`src/rtl/mem_stage.sv`:
```
// mem_stage: memory-access pipeline stage between execute and write-back.
// Holds one instruction and waits for its data-SRAM response. The response is
// buffered across write-back stalls. Load data is sign/zero-extended.
// Responses that belong to flushed instructions are counted and then dropped.
//
// Optional feature macro: MS_FWD_EN (full forwarding info to decode when
// defined; otherwise decode is told to stall on any dependence).
//
// Ports:
//   clk, resetn             clock, asynchronous active-low reset
//   es_to_ms_valid / ms_allowin          handshake with execute stage
//   es_pc, es_result, es_dest, es_gr_we, es_res_from_mem, es_is_req,
//   es_ld_op, es_ex, es_ertn, es_side_bus  instruction fields from execute
//   es_req_hs               execute-stage SRAM request accepted this cycle
//   data_sram_data_ok/rdata SRAM response
//   wb_ex, wb_ertn          flush from write-back
//   ws_allowin / ms_to_ws_valid          handshake with write-back
//   ms_pc, ms_final_result, ms_dest, ms_gr_we, ms_ex, ms_ertn, ms_side_bus
//   mem_ex, mem_ertn        exception/ertn status back to execute
//   ms_fwd_valid/dest/data/stall         forwarding and stall info to decode
module mem_stage #(
    parameter int unsigned PASS_W = 120
) (
    input  logic              clk,
    input  logic              resetn,
    input  logic              es_to_ms_valid,
    output logic              ms_allowin,
    input  logic [31:0]       es_pc,
    input  logic [31:0]       es_result,
    input  logic [4:0]        es_dest,
    input  logic              es_gr_we,
    input  logic              es_res_from_mem,
    input  logic              es_is_req,
    input  logic [4:0]        es_ld_op,
    input  logic              es_ex,
    input  logic              es_ertn,
    input  logic [PASS_W-1:0] es_side_bus,
    input  logic              es_req_hs,
    input  logic              data_sram_data_ok,
    input  logic [31:0]       data_sram_rdata,
    input  logic              wb_ex,
    input  logic              wb_ertn,
    input  logic              ws_allowin,
    output logic              ms_to_ws_valid,
    output logic [31:0]       ms_pc,
    output logic [31:0]       ms_final_result,
    output logic [4:0]        ms_dest,
    output logic              ms_gr_we,
    output logic              ms_ex,
    output logic              ms_ertn,
    output logic [PASS_W-1:0] ms_side_bus,
    output logic              mem_ex,
    output logic              mem_ertn,
    output logic              ms_fwd_valid,
    output logic [4:0]        ms_fwd_dest,
    output logic [31:0]       ms_fwd_data,
    output logic              ms_fwd_stall
);

    localparam int unsigned CNT_W     = 2;
    localparam int unsigned CNT_SUM_W = CNT_W + 1;
    localparam logic [CNT_W-1:0] CNT_MAX = CNT_W'(2);

    // one-hot ld_op bit positions: {ld_b, ld_bu, ld_h, ld_hu, ld_w}
    localparam int unsigned OP_B  = 4;
    localparam int unsigned OP_BU = 3;
    localparam int unsigned OP_H  = 2;
    localparam int unsigned OP_HU = 1;

    logic              ms_valid;
    logic [31:0]       pc_q;
    logic [31:0]       result_q;
    logic [4:0]        dest_q;
    logic              gr_we_q;
    logic              res_from_mem_q;
    logic              is_req_q;
    logic [4:0]        ld_op_q;
    logic              ex_q;
    logic              ertn_q;
    logic [PASS_W-1:0] side_q;

    logic              buf_valid;
    logic [31:0]       buf_data;
    logic [CNT_W-1:0]  cancel_cnt;
    logic [CNT_W-1:0]  cnt_next;

    logic              flush;
    logic              data_ok_live;
    logic              data_got;
    logic              ms_ready_go;
    logic              ms_go;
    logic              ms_accept;
    logic              wait_resp;

    logic [31:0]       rdata_sel;
    logic [7:0]        byte_sel;
    logic [15:0]       half_sel;
    logic [31:0]       load_ext;

    logic [CNT_SUM_W-1:0] cnt_inc;
    logic [CNT_SUM_W-1:0] cnt_sum;

    assign flush        = wb_ex | wb_ertn;
    // a response while cancels are owed belongs to a flushed instruction
    assign data_ok_live = data_sram_data_ok && (cancel_cnt == '0);
    assign data_got     = buf_valid || data_ok_live;
    assign ms_ready_go  = !is_req_q || ex_q || data_got;
    assign ms_allowin   = !ms_valid || (ms_ready_go && ws_allowin);
    assign ms_go        = ms_valid && ms_ready_go && ws_allowin;
    assign ms_accept    = es_to_ms_valid && ms_allowin;
    assign wait_resp    = ms_valid && is_req_q && !buf_valid;

    // pipeline register; flush wins over acceptance
    always_ff @(posedge clk or negedge resetn) begin
        if (!resetn) begin
            ms_valid       <= 1'b0;
            pc_q           <= '0;
            result_q       <= '0;
            dest_q         <= '0;
            gr_we_q        <= 1'b0;
            res_from_mem_q <= 1'b0;
            is_req_q       <= 1'b0;
            ld_op_q        <= '0;
            ex_q           <= 1'b0;
            ertn_q         <= 1'b0;
            side_q         <= '0;
        end else begin
            if (flush) begin
                ms_valid <= 1'b0;
            end else if (ms_allowin) begin
                ms_valid <= es_to_ms_valid;
            end
            if (ms_accept) begin
                pc_q           <= es_pc;
                result_q       <= es_result;
                dest_q         <= es_dest;
                gr_we_q        <= es_gr_we;
                res_from_mem_q <= es_res_from_mem;
                is_req_q       <= es_is_req;
                ld_op_q        <= es_ld_op;
                ex_q           <= es_ex;
                ertn_q         <= es_ertn;
                side_q         <= es_side_bus;
            end
        end
    end

    // response buffer: holds the live response while write-back stalls
    always_ff @(posedge clk or negedge resetn) begin
        if (!resetn) begin
            buf_valid <= 1'b0;
            buf_data  <= '0;
        end else if (flush || ms_go) begin
            buf_valid <= 1'b0;
        end else if (wait_resp && data_ok_live) begin
            buf_valid <= 1'b1;
            buf_data  <= data_sram_rdata;
        end
    end

    // cancel counter: responses still owed to flushed requests
    always_comb begin
        cnt_inc = '0;
        if (flush) begin
            cnt_inc = CNT_SUM_W'(wait_resp && !data_sram_data_ok) + CNT_SUM_W'(es_req_hs);
        end
        cnt_sum  = {1'b0, cancel_cnt} + cnt_inc
                 - CNT_SUM_W'(data_sram_data_ok && (cancel_cnt != '0));
        cnt_next = (cnt_sum > {1'b0, CNT_MAX}) ? CNT_MAX : cnt_sum[CNT_W-1:0];
    end

    always_ff @(posedge clk or negedge resetn) begin
        if (!resetn) begin
            cancel_cnt <= '0;
        end else begin
            cancel_cnt <= cnt_next;
        end
    end

    // load data selection and extension
    always_comb begin
        rdata_sel = buf_valid ? buf_data : data_sram_rdata;
        byte_sel  = rdata_sel[7:0];
        case (result_q[1:0])
            2'd1:    byte_sel = rdata_sel[15:8];
            2'd2:    byte_sel = rdata_sel[23:16];
            2'd3:    byte_sel = rdata_sel[31:24];
            default: byte_sel = rdata_sel[7:0];
        endcase
        half_sel = result_q[1] ? rdata_sel[31:16] : rdata_sel[15:0];
        load_ext = rdata_sel;
        if (ld_op_q[OP_B]) begin
            load_ext = {{24{byte_sel[7]}}, byte_sel};
        end else if (ld_op_q[OP_BU]) begin
            load_ext = {24'd0, byte_sel};
        end else if (ld_op_q[OP_H]) begin
            load_ext = {{16{half_sel[15]}}, half_sel};
        end else if (ld_op_q[OP_HU]) begin
            load_ext = {16'd0, half_sel};
        end
    end

    assign ms_to_ws_valid  = ms_valid && ms_ready_go && !flush;
    assign ms_pc           = pc_q;
    assign ms_final_result = res_from_mem_q ? load_ext : result_q;
    assign ms_dest         = dest_q;
    assign ms_gr_we        = ms_valid & gr_we_q;
    assign ms_ex           = ms_valid & ex_q;
    assign ms_ertn         = ms_valid & ertn_q;
    assign ms_side_bus     = side_q;
    assign mem_ex          = ms_ex;
    assign mem_ertn        = ms_valid & ertn_q;

`ifdef MS_FWD_EN
    assign ms_fwd_valid = ms_valid & gr_we_q;
    assign ms_fwd_dest  = dest_q;
    assign ms_fwd_data  = ms_final_result;
    assign ms_fwd_stall = ms_fwd_valid & res_from_mem_q & !data_got;
`else
    // no forwarding path: decode must stall on any dependence
    assign ms_fwd_valid = 1'b0;
    assign ms_fwd_dest  = '0;
    assign ms_fwd_data  = '0;
    assign ms_fwd_stall = ms_valid & gr_we_q;
`endif

endmodule

```
`config.mk`:
```
export PLATFORM = sky130hd
export DESIGN_NAME = mem_stage
export DESIGN_NICKNAME = d
export VERILOG_FILES = /design/src/rtl/mem_stage.sv
export SDC_FILE = /design/constraint.sdc
export NUM_CORES = 1
export LEC_CHECK = 0
export BUFFER_PORTS_ARGS = -buffer_cell sky130_fd_sc_hd__buf_2
export CELL_PAD_IN_SITES_DETAIL_PLACEMENT = 0
export CELL_PAD_IN_SITES_GLOBAL_PLACEMENT = 1
export CORE_AREA = 2 2 185 187
export CTS_CLUSTER_DIAMETER = 60
export DETAILED_ROUTE_END_ITERATION = 8
export DIE_AREA = 0 0 187 189
export PLACE_DENSITY = 0.74
export REMOVE_ABC_BUFFERS = 1
export SLEW_MARGIN = 0
export SYNTH_ARGS = -nofsm -noshare
export SYNTH_HDL_FRONTEND = slang
export SYNTH_SLANG_ARGS = --single-unit
```
`constraint.sdc`:
```
create_clock -name clk -period 3.8 [get_ports clk]
set_input_delay 0 -clock clk [delete_from_list [all_inputs] [get_ports clk]]
set_output_delay 0 -clock clk [all_outputs]
set_load 0.01 [all_outputs]
```
# After elaboration in Yosys (flattened, before gate mapping)
# Index checks and enable logic that the tools add are counted.
# word_totals
in_bits	239
out_inout_bits	235
ff_bits	235
word_cells	66
# op_classes
add_sub_neg	3
reduce_logical	26
n_mux	14
n_eq_ne	3
bitwise_logic	5
order_cmp	1
# op_table
op	n
2-to-1 mux 32 bit	6
case mux 8 bit (3 select lines)	1
2-to-1 mux 16 bit	1
logical AND 1 bit	11
nonzero test 2 bit	3
logical NOT 1 bit	5
logical OR 1 bit	5
== test 2 bit, second input constant	2
2-to-1 mux 1 bit	4
2-to-1 mux 2 bit	2
adder 2 x 3 -> 3 bit	1
AND 1 bit	3
greater-than comparator 3 x 2 -> 1 bit, second input constant	1
subtractor 3 x 1 -> 3 bit	1
adder 1 x 1 -> 2 bit	1
== test 2 x 1 -> 1 bit, second input constant	1
logical NOT 2 bit	1
AND reduction 2 bit	1
NOT 1 bit	1
bitwise OR 1 bit	1

# Depth between registers and ports, before layout
# depth
depth_word	9
mapped_depth	12
ltp_nobuf	11

# Worst setup path before layout
# OpenSTA, ideal clock, no wires.
# synth_path
path_type	register to register
startpoint	reg buf_valid
endpoint	reg cancel_cnt[0]
path_slack_ps	1538
t_arrival_ps	2191
period_less_slack_ps	2262
t_required_ps	3729
n_path_buf	1
setup_time_ps	71
path_stages_with_launch	13
path_cell_list	dfrtp_1 buf_6 nand3b_1 nor2_1 ha_1 nand2_1 ha_1 inv_1 ha_1 fa_1 xnor2_1 nand2b_1 nor2_1
# synth_between
elab_chain_len	9
# synth_lines
element	line_no	rtl
from (decl)	82	logic buf_valid;
from (signal assigned)	151	buf_valid <= 1'b0;
from (signal assigned)	154	buf_valid <= 1'b0;
from (signal assigned)	156	buf_valid <= 1'b1;
logical NOT 1 bit *	111	assign wait_resp = ms_valid && is_req_q && !buf_valid;
logical AND 1 bit *	111	
logical AND 1 bit *	165	cnt_inc = CNT_SUM_W'(wait_resp && !data_sram_data_ok) + CNT_SUM_W'(es_req_hs);
adder 1 x 1 -> 2 bit *	165	
2-to-1 mux 2 bit *	164	if (flush) begin
adder 2 x 3 -> 3 bit *	167	cnt_sum = {1'b0, cancel_cnt} + cnt_inc
subtractor 3 x 1 -> 3 bit *	168	- CNT_SUM_W'(data_sram_data_ok && (cancel_cnt != '0));
greater-than comparator 3 x 2 -> 1 bit	169	cnt_next = (cnt_sum > {1'b0, CNT_MAX}) ? CNT_MAX : cnt_sum[CNT_W-1:0];
2-to-1 mux 2 bit *	169	
via cnt_next[0]	85	logic [CNT_W-1:0] cnt_next;
to (signal assigned)	176	cancel_cnt <= cnt_next;
to (decl)	84	logic [CNT_W-1:0] cancel_cnt;
# The timed path passes the listed nets; every way through them passes the cells marked *.
# A chain may end at the register's enable or synchronous reset.

# Worst setup path after layout
# layout_path
startpoint	reg buf_valid
endpoint	out ms_final_result[19]
# layout_between
elab_chain_len	6
word_cells_on_any_way	8
classes_between	8 x mux
# layout_lines
element	line_no	rtl
2-to-1 mux 32 bit *	182	rdata_sel = buf_valid ? buf_data : data_sram_rdata;
2-to-1 mux 32 bit or 2-to-1 mux 16 bit (tied branches)	198, 190	
2-to-1 mux 32 bit	196	end else if (ld_op_q[OP_H]) begin
2-to-1 mux 32 bit	194	end else if (ld_op_q[OP_BU]) begin
2-to-1 mux 32 bit *	192	if (ld_op_q[OP_B]) begin
2-to-1 mux 32 bit *	205	assign ms_final_result = res_from_mem_q ? load_ext : result_q;
to (decl)	46	output logic [31:0] ms_final_result,
# Mark *: on every way between the ends. The rest lies on a longest branch, timed or not.

==> flow_summary.yaml <==
pwr:
  power_frac_comb_pct: 22.7
  power_density_mw_per_mm2: 457
  ir_worst_vdd_mv: 0.355
  swShare_pct: 28.1
  clockPowerShare_pct: 37.9
  leakagePower_uw: 0.00814
  seq_power_share_pct: 39.3
  p_sw_uw: 2160
  internal_power_uw: 5530
floorplanning:
  dieArea_mm2: 0.0353
  start_util_pct: 33.1
  die_h_um: 189
  core_area_mm2: 0.0333
  rows: 67
  die_w_um: 187
  boundaryPins: 474
placed_design:
  place_congestion: 0.796
  post_dp_cell_area_mm2: 0.0134
  pre_cts_ws_ns: 1.27
  dp.final_hpwl_mm: 23.5
  port_buffers: 434
synth:
  synth_top_area_share_pct: 53.2
  ys_warn_count: 0
  async_flop_share_pct: 100
  synthFlopType: "dfrtp_1"
  synth_area_leader_cell: "dfrtp_1"
  synthTopCellsByArea: "dfrtp_1 53%, mux2_4 16%, mux2_2 13%"
  ys_seq_area_share_pct: 53.2
  ys_types: 44
  avgSynthCellArea_um2: 14.5
  syn_inst: 760
  synth_edf_count: 0
  synth_most_common_cell: "dfrtp_1"
  ys_ff_latch: 234
  syn_area_mm2: 0.0110
  netlist_top_cells_count: "234 x dfrtp_1, 124 x mux2_2, 121 x mux2_4"
global_routing:
  grt_usage_pct: 18.8
  grt_antenna_before_repair: 3
  grt_max_degree: 110
  grt_pass1_wl_mm: 52.7
  grt_remaining_overflow: 0
  grt_pass1_vias: 9141
timing:
  maxSlewHeadroom_pct: 41.9
  finalWorstSetupSlack_ns: 0.712
  hold_viol_final: 0
  finalSetupViolCount: 0
  period_needed_ns: 3.09
  rsz0062_at_grt: "no"
  clock.fmax_ghz: 0.324
  tightest_slew_ns: 0.871
  skew_ns: 0.0149
  period_share_pct: 81.3
  slew_violations: 0
clocking:
  tritoncts: "done"
  cts_buffers: 31
  htree_levels: 1
  clockBufferDepth: 3
  path_clk_slew_ns: 0.06
  cts_sinks: 234
  insertion_delay_ns: 0.55
  post_cts_buffers: 0
  clock-root-buffer: "clkbuf_16"
finish:
  fill_cells: 2925
  nNetsFinal: 1670
  syn2layout_area_growth_pct: 52.8
  design_area_mm2: 0.0168
  multiInputGateArea_mm2: 0.00467
  regArea_mm2: 0.00586
  drive_gt1_share_pct: 52.8
detailed_routing:
  vias_per_cell: 4.53
  ant_nets: 0
  detail_route.wl_per_cell_um: 18.1
  drc: 0
  wirelength_mm: 34.4
  dr_total_vias: 8597
  drt_iter0_markers: 328
  firstDrtPassIters: 4
setup_path:
  timing_worst_setup_path_type: "flop to output pin"
  rrSetupSlack_ns: 1.36
  timing.rr.start: "cancel_cnt[0]"
  crit_required_ns: 3.80
  worstPathArrival_ns: 3.09
  critPathCaptureType: "output pin"
  worstSetupStartpointType: "flop"
  cp_max_fo: 16
  startpoint: "buf_valid"
hold_path:
  hp-class: "input port to async pin"
job:
  max-cap-violations: 0
run_status:
  status: "finished clean"
[area by class of cell]
cell class / instances / share of cell area (%)
Tap cell: 448 / 3.33
Sequential cell: 234 / 34.8
Clock inverter: 13 / 0.862
Timing Repair Buffer: 684 / 27.8
Antenna cell: 2 / 0.0297
Multi-Input combinational cell: 468 / 27.7
Inverter: 7 / 0.156
Clock buffer: 41 / 5.25
[registers in the layout, summed over array words and instances (netlist names)]
name / cells
res_from_mem_q: 1
ertn_q: 1
cancel_cnt: 2
ms_valid: 1
buf_data: 32
ld_op_q: 4
gr_we_q: 1
ms_pc: 32
is_req_q: 1
result_q: 32
ms_dest: 5
ex_q: 1
ms_side_bus: 120
buf_valid: 1
[through the flow]
| stage | hold slack (ns) | setup TNS (ns) | power, uW | util [%] | std cells |
|---|---|---|---|---|---|
| 2_1_floorplan | -0.296 | -2336.11 | 4090 | - | 709 |
| 3_3_place_gp | 0.114 | 0 | 4590 | 40.4 | 1605 |
| 3_5_place_dp | 0.113 | 0 | 4620 | 40.4 | 1605 |
| 4_1_cts | 0.123 | 0 | 7770 | 50.6 | 1895 |
| 5_1_grt | 0.176 | 0 | 8040 | 50.6 | 1897 |
| 6_report | 0.0858 | 0 | 7690 | 50.6 | 1897 |
[logic make-up (layout without fill, tap and decap cells)]
| kind of cell | Yosys count | in the layout | synth area share (%) |
|---|---|---|---|
| buffers and inverters | 95 | 745 | 5.89 |
| and+or+nand+nor | 89 | 89 | 3.63 |
| AOI/OAI and AO/OA | 66 | 66 | 4.72 |
| other | 1 | 40 | 0.0340 |
| muxes | 269 | 269 | 31.8 |
| DFF | 234 | 234 | 53.2 |
| xor gates and xnor gates | 1 | 1 | 0.0795 |
| adders and majority gates | 5 | 5 | 0.636 |
[placed cells by master, fill, tap and decap left out, types with 11 or more instances in the layout]
cell type | synthesis | routed
dfrtp_1 | 234 | 232
nand2_1 | 32 | 32
mux2i_1 | 16 | 16
mux2_4 | 121 | 121
dlygate4sd3_1 | 0 | 236
mux2_2 | 124 | 124
nor2_1 | 36 | 36
buf_4 | 41 | 11
buf_2 | 15 | 433
conb_1 | 1 | 38
a31oi_1 | 25 | 25
clkbuf_16 | 0 | 31
[worst max-delay path, stage by stage (launching register included)]
cell,delay (ns)
dfrtp_2,0.55
mux2_2,0.42
mux4_2,0.54
a2bb2oi_4,0.58
a31oi_1,0.23
buf_2,0.20
[path summary, 6_finish.rpt]
path	end	cells after the start
max	ms_final_result[19]	5
min	result_q[11]	2
max reg2reg	result_q[30]	5
min reg2reg	buf_data[5]	1
max in group asynchronous	ms_side_bus[99]	3
min in group clk	cancel_cnt[1]	6
[power groups by stage]
stage / clock [uW] / combinational, uW / sequential, uW
6_report: 2920 / 1750 / 3030
3_3_place_gp: 0 / 1540 / 3050
2_1_floorplan: 0 / 958 / 3130
3_5_place_dp: 0 / 1560 / 3060
4_1_cts: 2990 / 1760 / 3020
5_1_grt: 3080 / 1890 / 3070
[per-layer routing]
layer / share of wire, % / GRT usage (%)
met1: 41 / 22.5
met2: 51 / 34.4
met4: 2.4 / 4.70
met3: 5.8 / 4.04
met5: 0.049 / 0
[timing repair]
item / 4_1_cts / 5_1_grt
hold buffers: 236 / 0
endpoints found under the hold margin: 335 / 0
gates resized for setup: 0 / 0
No activity file was read; power rests on OpenSTA's default activity.
